[src/rtl/cpu_pkg.sv]
// Shared definitions for the memory controller: FSM state type,
// load/store width encodings and the memory-mapped IO address match.
package cpu_pkg;

   typedef enum logic [2:0] {
      IDLE,
      IC_READ,
      LSB_READ,
      LSB_WRITE,
      DONE
   } mem_state_e;

   localparam logic [1:0] LSB_WIDTH_BYTE = 2'd0;
   localparam logic [1:0] LSB_WIDTH_HALF = 2'd1;
   localparam logic [1:0] LSB_WIDTH_WORD = 2'd2;

   // Address bits [17:16] equal to this value select the UART/IO region.
   localparam logic [1:0] IO_ADDR_SEL = 2'b11;

   // Number of bytes moved by a load/store of the given width code.
   function automatic int unsigned lsb_bytes(input logic [1:0] width);
      case (width)
         LSB_WIDTH_BYTE: return 1;
         LSB_WIDTH_HALF: return 2;
         default:        return 4;
      endcase
   endfunction

endpackage

[src/rtl/mem_ctrl.sv]
// Byte-serial RAM controller arbitrating I-cache block fills and
// load/store requests onto a single 8-bit RAM port.
// Optional feature: define MEM_CTRL_IO_FULL_STALL_EN to hold IO-region
// store bytes while the UART transmit buffer is full.
module mem_ctrl
   import cpu_pkg::*;
#(
   parameter int unsigned ICACHE_BLOCK_BYTES = 8,
   parameter int unsigned ADDR_WIDTH         = 32
) (
   input  logic                            clk_in,
   input  logic                            rst_in,
   input  logic                            rdy_in,
   input  logic                            clear_in,
   input  logic [7:0]                      mem_din,
   output logic [7:0]                      mem_dout,
   output logic [31:0]                     mem_a,
   output logic                            mem_wr,
   input  logic                            io_buffer_full,
   input  logic                            ic_req,
   input  logic [ADDR_WIDTH-1:0]           ic_addr,
   output logic                            ic_done,
   output logic [8*ICACHE_BLOCK_BYTES-1:0] ic_block,
   input  logic                            lsb_req,
   input  logic                            lsb_wr,
   input  logic [1:0]                      lsb_width,
   input  logic [31:0]                     lsb_addr,
   input  logic [31:0]                     lsb_wdata,
   output logic                            lsb_done,
   output logic [31:0]                     lsb_rdata
);

   localparam int unsigned BUF_BYTES = (ICACHE_BLOCK_BYTES > 4) ? ICACHE_BLOCK_BYTES : 4;
   localparam int unsigned BUF_W     = 8 * BUF_BYTES;
   localparam int unsigned CW        = $clog2(BUF_BYTES + 1);

   mem_state_e                      state_q;
   logic [CW-1:0]                   cnt_q;
   logic [CW-1:0]                   len_q;
   logic [BUF_W-1:0]                shreg_q;
   logic [BUF_W-1:0]                asm_d;
   logic [31:0]                     mem_a_q;
   logic [7:0]                      mem_dout_q;
   logic                            mem_wr_q;
   logic                            ic_done_q;
   logic                            lsb_done_q;
   logic [8*ICACHE_BLOCK_BYTES-1:0] ic_block_q;
   logic [31:0]                     lsb_rdata_q;
   logic                            io_stall;

`ifdef MEM_CTRL_IO_FULL_STALL_EN
   assign io_stall = io_buffer_full && (state_q == LSB_WRITE) &&
                     (mem_a_q[17:16] == IO_ADDR_SEL);
`else
   logic unused_io_full;
   assign unused_io_full = io_buffer_full;
   assign io_stall       = 1'b0;
`endif

   assign mem_a     = mem_a_q;
   assign mem_dout  = mem_dout_q;
   assign mem_wr    = mem_wr_q & rdy_in & ~io_stall;
   assign ic_done   = ic_done_q;
   assign ic_block  = ic_block_q;
   assign lsb_done  = lsb_done_q;
   assign lsb_rdata = lsb_rdata_q;

   // Merge the byte returned for the previous address into the assembly register.
   always_comb begin
      asm_d = shreg_q;
      for (int unsigned b = 0; b < BUF_BYTES; b++) begin
         if (cnt_q == CW'(b + 1)) asm_d[8*b +: 8] = mem_din;
      end
   end

   // Transaction FSM: arbitration, byte sequencing and registered outputs.
   always_ff @(posedge clk_in or posedge rst_in) begin
      if (rst_in) begin
         state_q     <= IDLE;
         cnt_q       <= '0;
         len_q       <= '0;
         shreg_q     <= '0;
         mem_a_q     <= '0;
         mem_dout_q  <= '0;
         mem_wr_q    <= 1'b0;
         ic_done_q   <= 1'b0;
         lsb_done_q  <= 1'b0;
         ic_block_q  <= '0;
         lsb_rdata_q <= '0;
      end else if (rdy_in) begin
         case (state_q)
            IDLE: begin
               if (!clear_in) begin
                  if (lsb_req) begin
                     mem_a_q <= lsb_addr;
                     cnt_q   <= '0;
                     len_q   <= CW'(lsb_bytes(lsb_width));
                     if (lsb_wr) begin
                        // Store data is shifted out of the assembly register a byte at a time.
                        shreg_q    <= BUF_W'(lsb_wdata);
                        mem_dout_q <= lsb_wdata[7:0];
                        mem_wr_q   <= 1'b1;
                        state_q    <= LSB_WRITE;
                     end else begin
                        shreg_q <= '0;
                        state_q <= LSB_READ;
                     end
                  end else if (ic_req) begin
                     mem_a_q <= 32'(ic_addr);
                     cnt_q   <= '0;
                     len_q   <= CW'(ICACHE_BLOCK_BYTES);
                     shreg_q <= '0;
                     state_q <= IC_READ;
                  end
               end
            end
            IC_READ, LSB_READ: begin
               if (clear_in) begin
                  state_q <= IDLE;
                  cnt_q   <= '0;
                  mem_a_q <= '0;
               end else begin
                  shreg_q <= asm_d;
                  cnt_q   <= cnt_q + 1'b1;
                  if (cnt_q == len_q) begin
                     state_q <= DONE;
                     mem_a_q <= '0;
                     if (state_q == IC_READ) begin
                        ic_block_q <= asm_d[8*ICACHE_BLOCK_BYTES-1:0];
                        ic_done_q  <= 1'b1;
                     end else begin
                        lsb_rdata_q <= asm_d[31:0];
                        lsb_done_q  <= 1'b1;
                     end
                  end else if (cnt_q == len_q - 1'b1) begin
                     // Last address issued; this cycle only collects the final byte.
                     mem_a_q <= '0;
                  end else begin
                     mem_a_q <= mem_a_q + 32'd1;
                  end
               end
            end
            LSB_WRITE: begin
               if (!io_stall) begin
                  if (cnt_q == len_q - 1'b1) begin
                     state_q    <= DONE;
                     cnt_q      <= '0;
                     mem_wr_q   <= 1'b0;
                     mem_a_q    <= '0;
                     mem_dout_q <= '0;
                     lsb_done_q <= 1'b1;
                  end else begin
                     cnt_q      <= cnt_q + 1'b1;
                     mem_a_q    <= mem_a_q + 32'd1;
                     shreg_q    <= shreg_q >> 8;
                     mem_dout_q <= shreg_q[15:8];
                  end
               end
            end
            DONE: begin
               state_q    <= IDLE;
               cnt_q      <= '0;
               ic_done_q  <= 1'b0;
               lsb_done_q <= 1'b0;
            end
            default: state_q <= IDLE;
         endcase
      end
   end

endmodule

[config.mk]
export PLATFORM = sky130hd
export DESIGN_NAME = mem_ctrl
export DESIGN_NICKNAME = d
export VERILOG_FILES = /design/src/rtl/cpu_pkg.sv /design/src/rtl/mem_ctrl.sv
export SDC_FILE = /design/constraint.sdc
export NUM_CORES = 1
export LEC_CHECK = 0
export CAP_MARGIN = 20
export CORE_MARGIN = 5
export CORE_UTILIZATION = 51
export DETAILED_ROUTE_END_ITERATION = 12
export GPL_ROUTABILITY_DRIVEN = 0
export PLACE_DENSITY = 0.81
export REMOVE_ABC_BUFFERS = 1
export SYNTH_ARGS = -nofsm -noshare
export SYNTH_HDL_FRONTEND = slang
export SYNTH_SLANG_ARGS = --single-unit
[constraint.sdc]
create_clock -name clk_in -period 8 [get_ports clk_in]
set_input_delay 0.8 -clock clk_in [delete_from_list [all_inputs] [get_ports clk_in]]
set_output_delay 0.8 -clock clk_in [all_outputs]
set_load 0.02 [all_outputs]
# After elaboration in Yosys (flattened, before gate mapping)
# Cells that the tools add are included.
[totals] register_bits=214 inputBits=114 output_inout_bits=139 elab_cells=121
[op_classes] addsub=3 n_eq_ne=26 n_mux=58 bitwise=3 n_reduce_logical=20
[op_table] operator="two-way mux 64 bit" count=5
[op_table] operator="two-way mux 32 bit" count=7
[op_table] operator="one-hot mux 64 bit (3 select lines)" count=1
[op_table] operator="two-way mux 8 bit" count=12
[op_table] operator="one-hot mux 32 bit (3 select lines)" count=1
[op_table] operator="adder 32 x 1 -> 32 bit, second input constant" count=1
[op_table] operator="two-way mux 4 bit" count=7
[op_table] operator="AND reduction 5 bit" count=5
[op_table] operator="two-way mux 3 bit" count=6
[op_table] operator="!= test 2 bit, second input constant" count=9
[op_table] operator="AND reduction 6 bit" count=3
[op_table] operator="equality test 4 x 3 -> 1 bit, second input constant" count=4
[op_table] operator="one-hot mux 4 bit (4 select lines)" count=1
[op_table] operator="one-hot mux 8 bit (2 select lines)" count=1
[op_table] operator="two-way mux 1 bit" count=12
[op_table] operator="AND reduction 4 bit" count=3
[op_table] operator="one-hot mux 3 bit (3 select lines)" count=1
[op_table] operator="equality test 4 x 2 -> 1 bit, second input constant" count=2
[op_table] operator="equality test 4 bit" count=2
[op_table] operator="equality test 3 x 2 -> 1 bit, second input constant" count=2
[op_table] operator="!= test 3 bit, second input constant" count=2
[op_table] operator="one-hot mux 3 bit (2 select lines)" count=1
[op_table] operator="nonzero test 2 bit" count=3
[op_table] operator="nonzero test 3 bit" count=2
[op_table] operator="other kinds (15)" count=17

# Logic depth before layout (Yosys ltp)
[logic_depth] depth_word=6 mapped_depth=9 depth_no_buf=7

# Worst setup path after synthesis
# OpenSTA, ideal clock, no wires.
[synth_timing] path_kind="input-to-reg" start="in lsb_req" end="reg mem_a_q[11] (netlist: mem_a[11])" setup_ns=0.135 arrival_time_ns=2.451 t_required_ns=7.865 path_slack_ns=5.414 cell_stages=7 path_buffers=4 path_cell_list="clkbuf_1 -> o21ba_2 -> o311ai_1 -> clkbuf_1 -> clkbuf_1 -> clkbuf_1 -> o22ai_1"
[synth_via] elab_chain_cells=3 elab_cells_between_ends=5 cone_classes="1 x eq/ne; 3 x mux; 1 x reduce/logical"
[synth_lines] element="start: declaration" line_no="mem_ctrl.sv:24" source="input logic lsb_req,"
[synth_lines] element="two-way mux 32 bit" line_no="mem_ctrl.sv:94" source="if (lsb_req) begin"
[synth_lines] element="two-way mux 32 bit" line_no="mem_ctrl.sv:93" source="if (!clear_in) begin"
[synth_lines] element="one-hot mux 32 bit (3 select lines)" line_no="mem_ctrl.sv:91" source="case (state_q)"
[synth_lines] element="end signal: assignment" line_no="mem_ctrl.sv:95" source="mem_a_q <= lsb_addr;"
[synth_lines] element="end signal: assignment" line_no="mem_ctrl.sv:109" source="mem_a_q <= 32'(ic_addr);"
[synth_lines] element="end signal: assignment" line_no="mem_ctrl.sv:139" source="mem_a_q <= mem_a_q + 32'd1;"
[synth_lines] element="end: declaration" line_no="mem_ctrl.sv:42" source="logic [31:0] mem_a_q;"
# Several ways; a longest one is shown, not always the timed one. The select of a mux whose other input is x is not followed.
# A chain may end at the register's enable or synchronous reset.

# Worst setup path after layout
[layout_timing] start="reg state_q[1]" end="reg mem_a_q[19] (netlist: mem_a[19])"
[layout_via] elab_chain_cells=4 elab_cells_between_ends=10 cone_classes="5 x eq/ne; 1 x mux; 4 x reduce/logical"
[layout_lines] element="start: declaration" line_no="mem_ctrl.sv:37" source="mem_state_e state_q;"
[layout_lines] element="start signal: assignment" line_no="mem_ctrl.sv:79" source="state_q <= IDLE;"
[layout_lines] element="start signal: assignment" line_no="mem_ctrl.sv:103" source="state_q <= LSB_WRITE;"
[layout_lines] element="start signal: assignment" line_no="mem_ctrl.sv:106" source="state_q <= LSB_READ;"
[layout_lines] element="equality test 3 x 1 -> 1 bit / equality test 3 x 2 -> 1 bit (equally long branches)" line_no="mem_ctrl.sv:91"
[layout_lines] element="OR reduction 2 bit" line_no="mem_ctrl.sv:91"
[layout_lines] element="nonzero test 3 bit (no line)"
[layout_lines] element="AND reduction 4 bit (no line)"
# Several ways; a longest one is shown, not always the timed one.

==> flow_metrics.env <==
export IMPL_rows=53
export IMPL_yosysWarnings=0
export IMPL_die_w_um=156
export IMPL_timing_fmax_mhz=240
export IMPL_ys_seq_elements=214
export IMPL_via_per_inst=6.21
export IMPL_routedWlPerCell_um=20.2
export IMPL_core_area_mm2=0.0210
export IMPL_dp_slack_ns=3.95
export IMPL_synth_most_common_cell="dfrtp_1"
export IMPL_routed_wl_mm=32.2
export IMPL_crit_cells=5
export IMPL_cts_tree="done"
export IMPL_min_period_over_period=0.521
export IMPL_gr_usage_all_layers=0.253
export IMPL_maxCapViolations=0
export IMPL_path_clk_slew_ns=0.06
export IMPL_cts_max_level=1
export IMPL_crit_type="register to register"
export IMPL_hold_viol=0
export IMPL_reg2regPathDepth=5
export IMPL_ys_seq_area_frac=0.492
export IMPL_dpl_cell_area_mm2=0.0135
export IMPL_leakagePower_nw=5.98
export IMPL_synth_edff_count=0
export IMPL_post_cts_buffers=0
export IMPL_root_buffer="clkbuf_16"
export IMPL_cts_buffers=22
export IMPL_dp_cells=1548
export IMPL_maxSlewHeadroom=0.235
export IMPL_grt_max_degree=141
export IMPL_post_route_util=0.683
export IMPL_synth_ff_type="dfrtp_1"
export IMPL_worst_slew_pin_slew_ns=1.15
export IMPL_cp_cell_sequence="nor2b_1, and2_2, a31o_2, nand2_1, o311ai_1"
export IMPL_hold_path_depth=2
export IMPL_async_reset_ff_frac=1.00
export IMPL_final_setup_tns_ns=0
export IMPL_power_density_mw_per_mm2=372
export IMPL_grt_met3_usage=0.0580
export IMPL_synthDistinctLibCells=59
export IMPL_hp_class="register to register"
export IMPL_synth_area_leaders="dfrtp_1 (49%), mux2i_1 (9.0%), o2bb2ai_1 (4.5%)"
export IMPL_vias=9874
export IMPL_synth_common_cells="dfrtp_1 (214), mux2i_1 (98), nand2_1 (97)"
export IMPL_hold_buffers=0
export IMPL_maxSlewViolCount=0
export IMPL_antenna_found_initial=2
export IMPL_setup_violations=0
export IMPL_clockBufferDepth=3
export IMPL_arrival_ns=4.55
export IMPL_drt_iter0_drc=1261
export IMPL_crit_path_max_fanout=59
export IMPL_initial_core_util=0.517
export IMPL_path_delay_family="simple AND/OR/NAND/NOR gates"
export IMPL_drc_errors=0
export IMPL_startpoint_type="register"
export IMPL_firstDrtPassIters=7
export IMPL_ant_nets=0
export IMPL_period_needed_ns=4.17
export IMPL_cpPeakStageDelay_ns=0.97
export IMPL_worst_path_buf_inv=0
export IMPL_status="finished clean"
export IMPL_syn_to_final_growth_pct=31.9
export IMPL_n_fill_cell=1594
export IMPL_design_area_mm2=0.0144
export IMPL_use_met1=0.349
export IMPL_grt_pass1_wl_mm=50.8
export IMPL_avgSynthCellArea_um2=9.81
export IMPL_stdcell_count=1590
export IMPL_hpwl_mm=22.0
export IMPL_synth_top_cell_by_area="dfrtp_1"
export IMPL_drive_above_1_share=0.0518
export IMPL_fin_skew_ns=0.0135
export IMPL_crit_required_ns=8.38
export IMPL_clk_insertion_delay_late_ns=0.50
export IMPL_fin_ws_ns=3.83
export IMPL_cts_num_sinks=214
export IMPL_critPathSlowestCell="and2_2"
export IMPL_grt_busiest_layer="met2"
export IMPL_cts_repair_resized=0
export IMPL_die_h_um=156
export IMPL_dieArea_mm2=0.0244
export IMPL_nets=1418
export IMPL_use_met2=0.405
export IMPL_max_vdd_ir_drop_mv=0.258
export IMPL_rsz0062_at_grt="no"
export IMPL_grt_pass1_vias=9429
export IMPL_worstSetupEndpointType="register"
export IMPL_grt_overflow=0
export IMPL_io_pins=253
export IMPL_synth_top_area_frac=0.492
export IMPL_port_buffers=251
export IMPL_syn_cell_area_mm2=0.0109
export IMPL_syn_inst=1109
==> metal layers <==
metal	part of all wire	up-vias
li1	-	4558
met5	0.00016	-
met1	0.41	4804
met2	0.47	449
met4	0.028	2
met3	0.090	61
==> layout make-up <==
type | count | area (um2) | share of cell area
multi-input combinational | 770 | 5080 | 0.354
antenna | 1 | 2.50 | 0.000174
timing repair buffer | 261 | 2600 | 0.181
tap | 275 | 344 | 0.0240
inverter | 29 | 116 | 0.00811
clock buffer | 28 | 624 | 0.0435
sequential | 214 | 5360 | 0.373
clock inverter | 12 | 225 | 0.0157
==> registers in the layout (all words and copies together), names as in the netlist, 3 cells and up <==
signal     count
mem_a         32
lsb_rdata     32
mem_dout       8
shreg_q       64
len_q          4
cnt_q          4
ic_block      64
state_q        3
==> cell families (layout without fill, tap and decap cells) <==
| family | after synthesis | count (layout) | share of synthesized area |
|---|---|---|---|
| AO/OA/AOI/OAI | 352 | 352 | 0.222 |
| XOR/XNOR | 8 | 8 | 0.00771 |
| adder cells (fa/ha/maj) | 6 | 6 | 0.00690 |
| buffers and inverters | 125 | 330 | 0.0439 |
| flip-flops | 214 | 214 | 0.492 |
| multiplexers | 99 | 99 | 0.0912 |
| other | 0 | 1 | 0 |
| AND/OR/NAND/NOR | 305 | 305 | 0.136 |
==> through the flow <==
stage	power [W]	hold slack [ns]
final	0.00534	0.478
after global routing	0.00565	0.503
after CTS	0.00535	0.483
after detailed placement	0.00415	0.470
after global placement	0.00408	0.460
after floorplan	0.00310	0.455
==> worst reg2reg max path, cell delays in order (launching register included) <==
cell,delay [ns]
dfrtp_1,0.56
nor2b_1,0.37
and2_2,0.98
a31o_2,0.88
nand2_1,0.76
o311ai_1,0.50
==> final timing paths <==
kind                                          start                  endpoint  slack [ns]
max in group asynchronous                    rst_in   shreg_q[44]$_DFFE_PP0P_        5.65
min in group asynchronous                    rst_in  lsb_rdata[5]$_DFFE_PP0P_        0.85
hold / removal             ic_block[49]$_DFFE_PP0P_  ic_block[49]$_DFFE_PP0P_        0.48
setup reg to reg             state_q[1]$_DFFE_PP0P_     mem_a[19]$_DFFE_PP0P_        3.83
setup / recovery             state_q[1]$_DFFE_PP0P_     mem_a[19]$_DFFE_PP0P_        3.83
hold reg to reg            ic_block[49]$_DFFE_PP0P_  ic_block[49]$_DFFE_PP0P_        0.48
==> cell usage in the layout, fill, tap and decap left out, drive strengths merged, types with 6 or more instances in the layout <==
master,n
o311ai,7
o22ai,13
clkbuf,28
and3,9
o211ai,10
nand3b,6
nor2,71
a222oi,32
a22oi,31
or3,13
a22o,9
clkdlybuf4s50,250
nand2,97
nand4,21
buf,11
o2bb2ai,56
dfrtp,214
o21ai,96
inv,29
nor3,31
a21oi,57
ha,6
nand3,24
clkinv,6
a31oi,20
or4,6
mux2i,98
bufinv,6
==> power by group <==
| part | leakage (nW) | switching (W) | internal, W |
|---|---|---|---|
| clock | 0.419 | 0.000434 | 0.000749 |
| combinational | 2.72 | 0.00138 | 0.000973 |
| sequential | 2.84 | 0.000352 | 0.00145 |
Power figures use the tool's default switching activity.
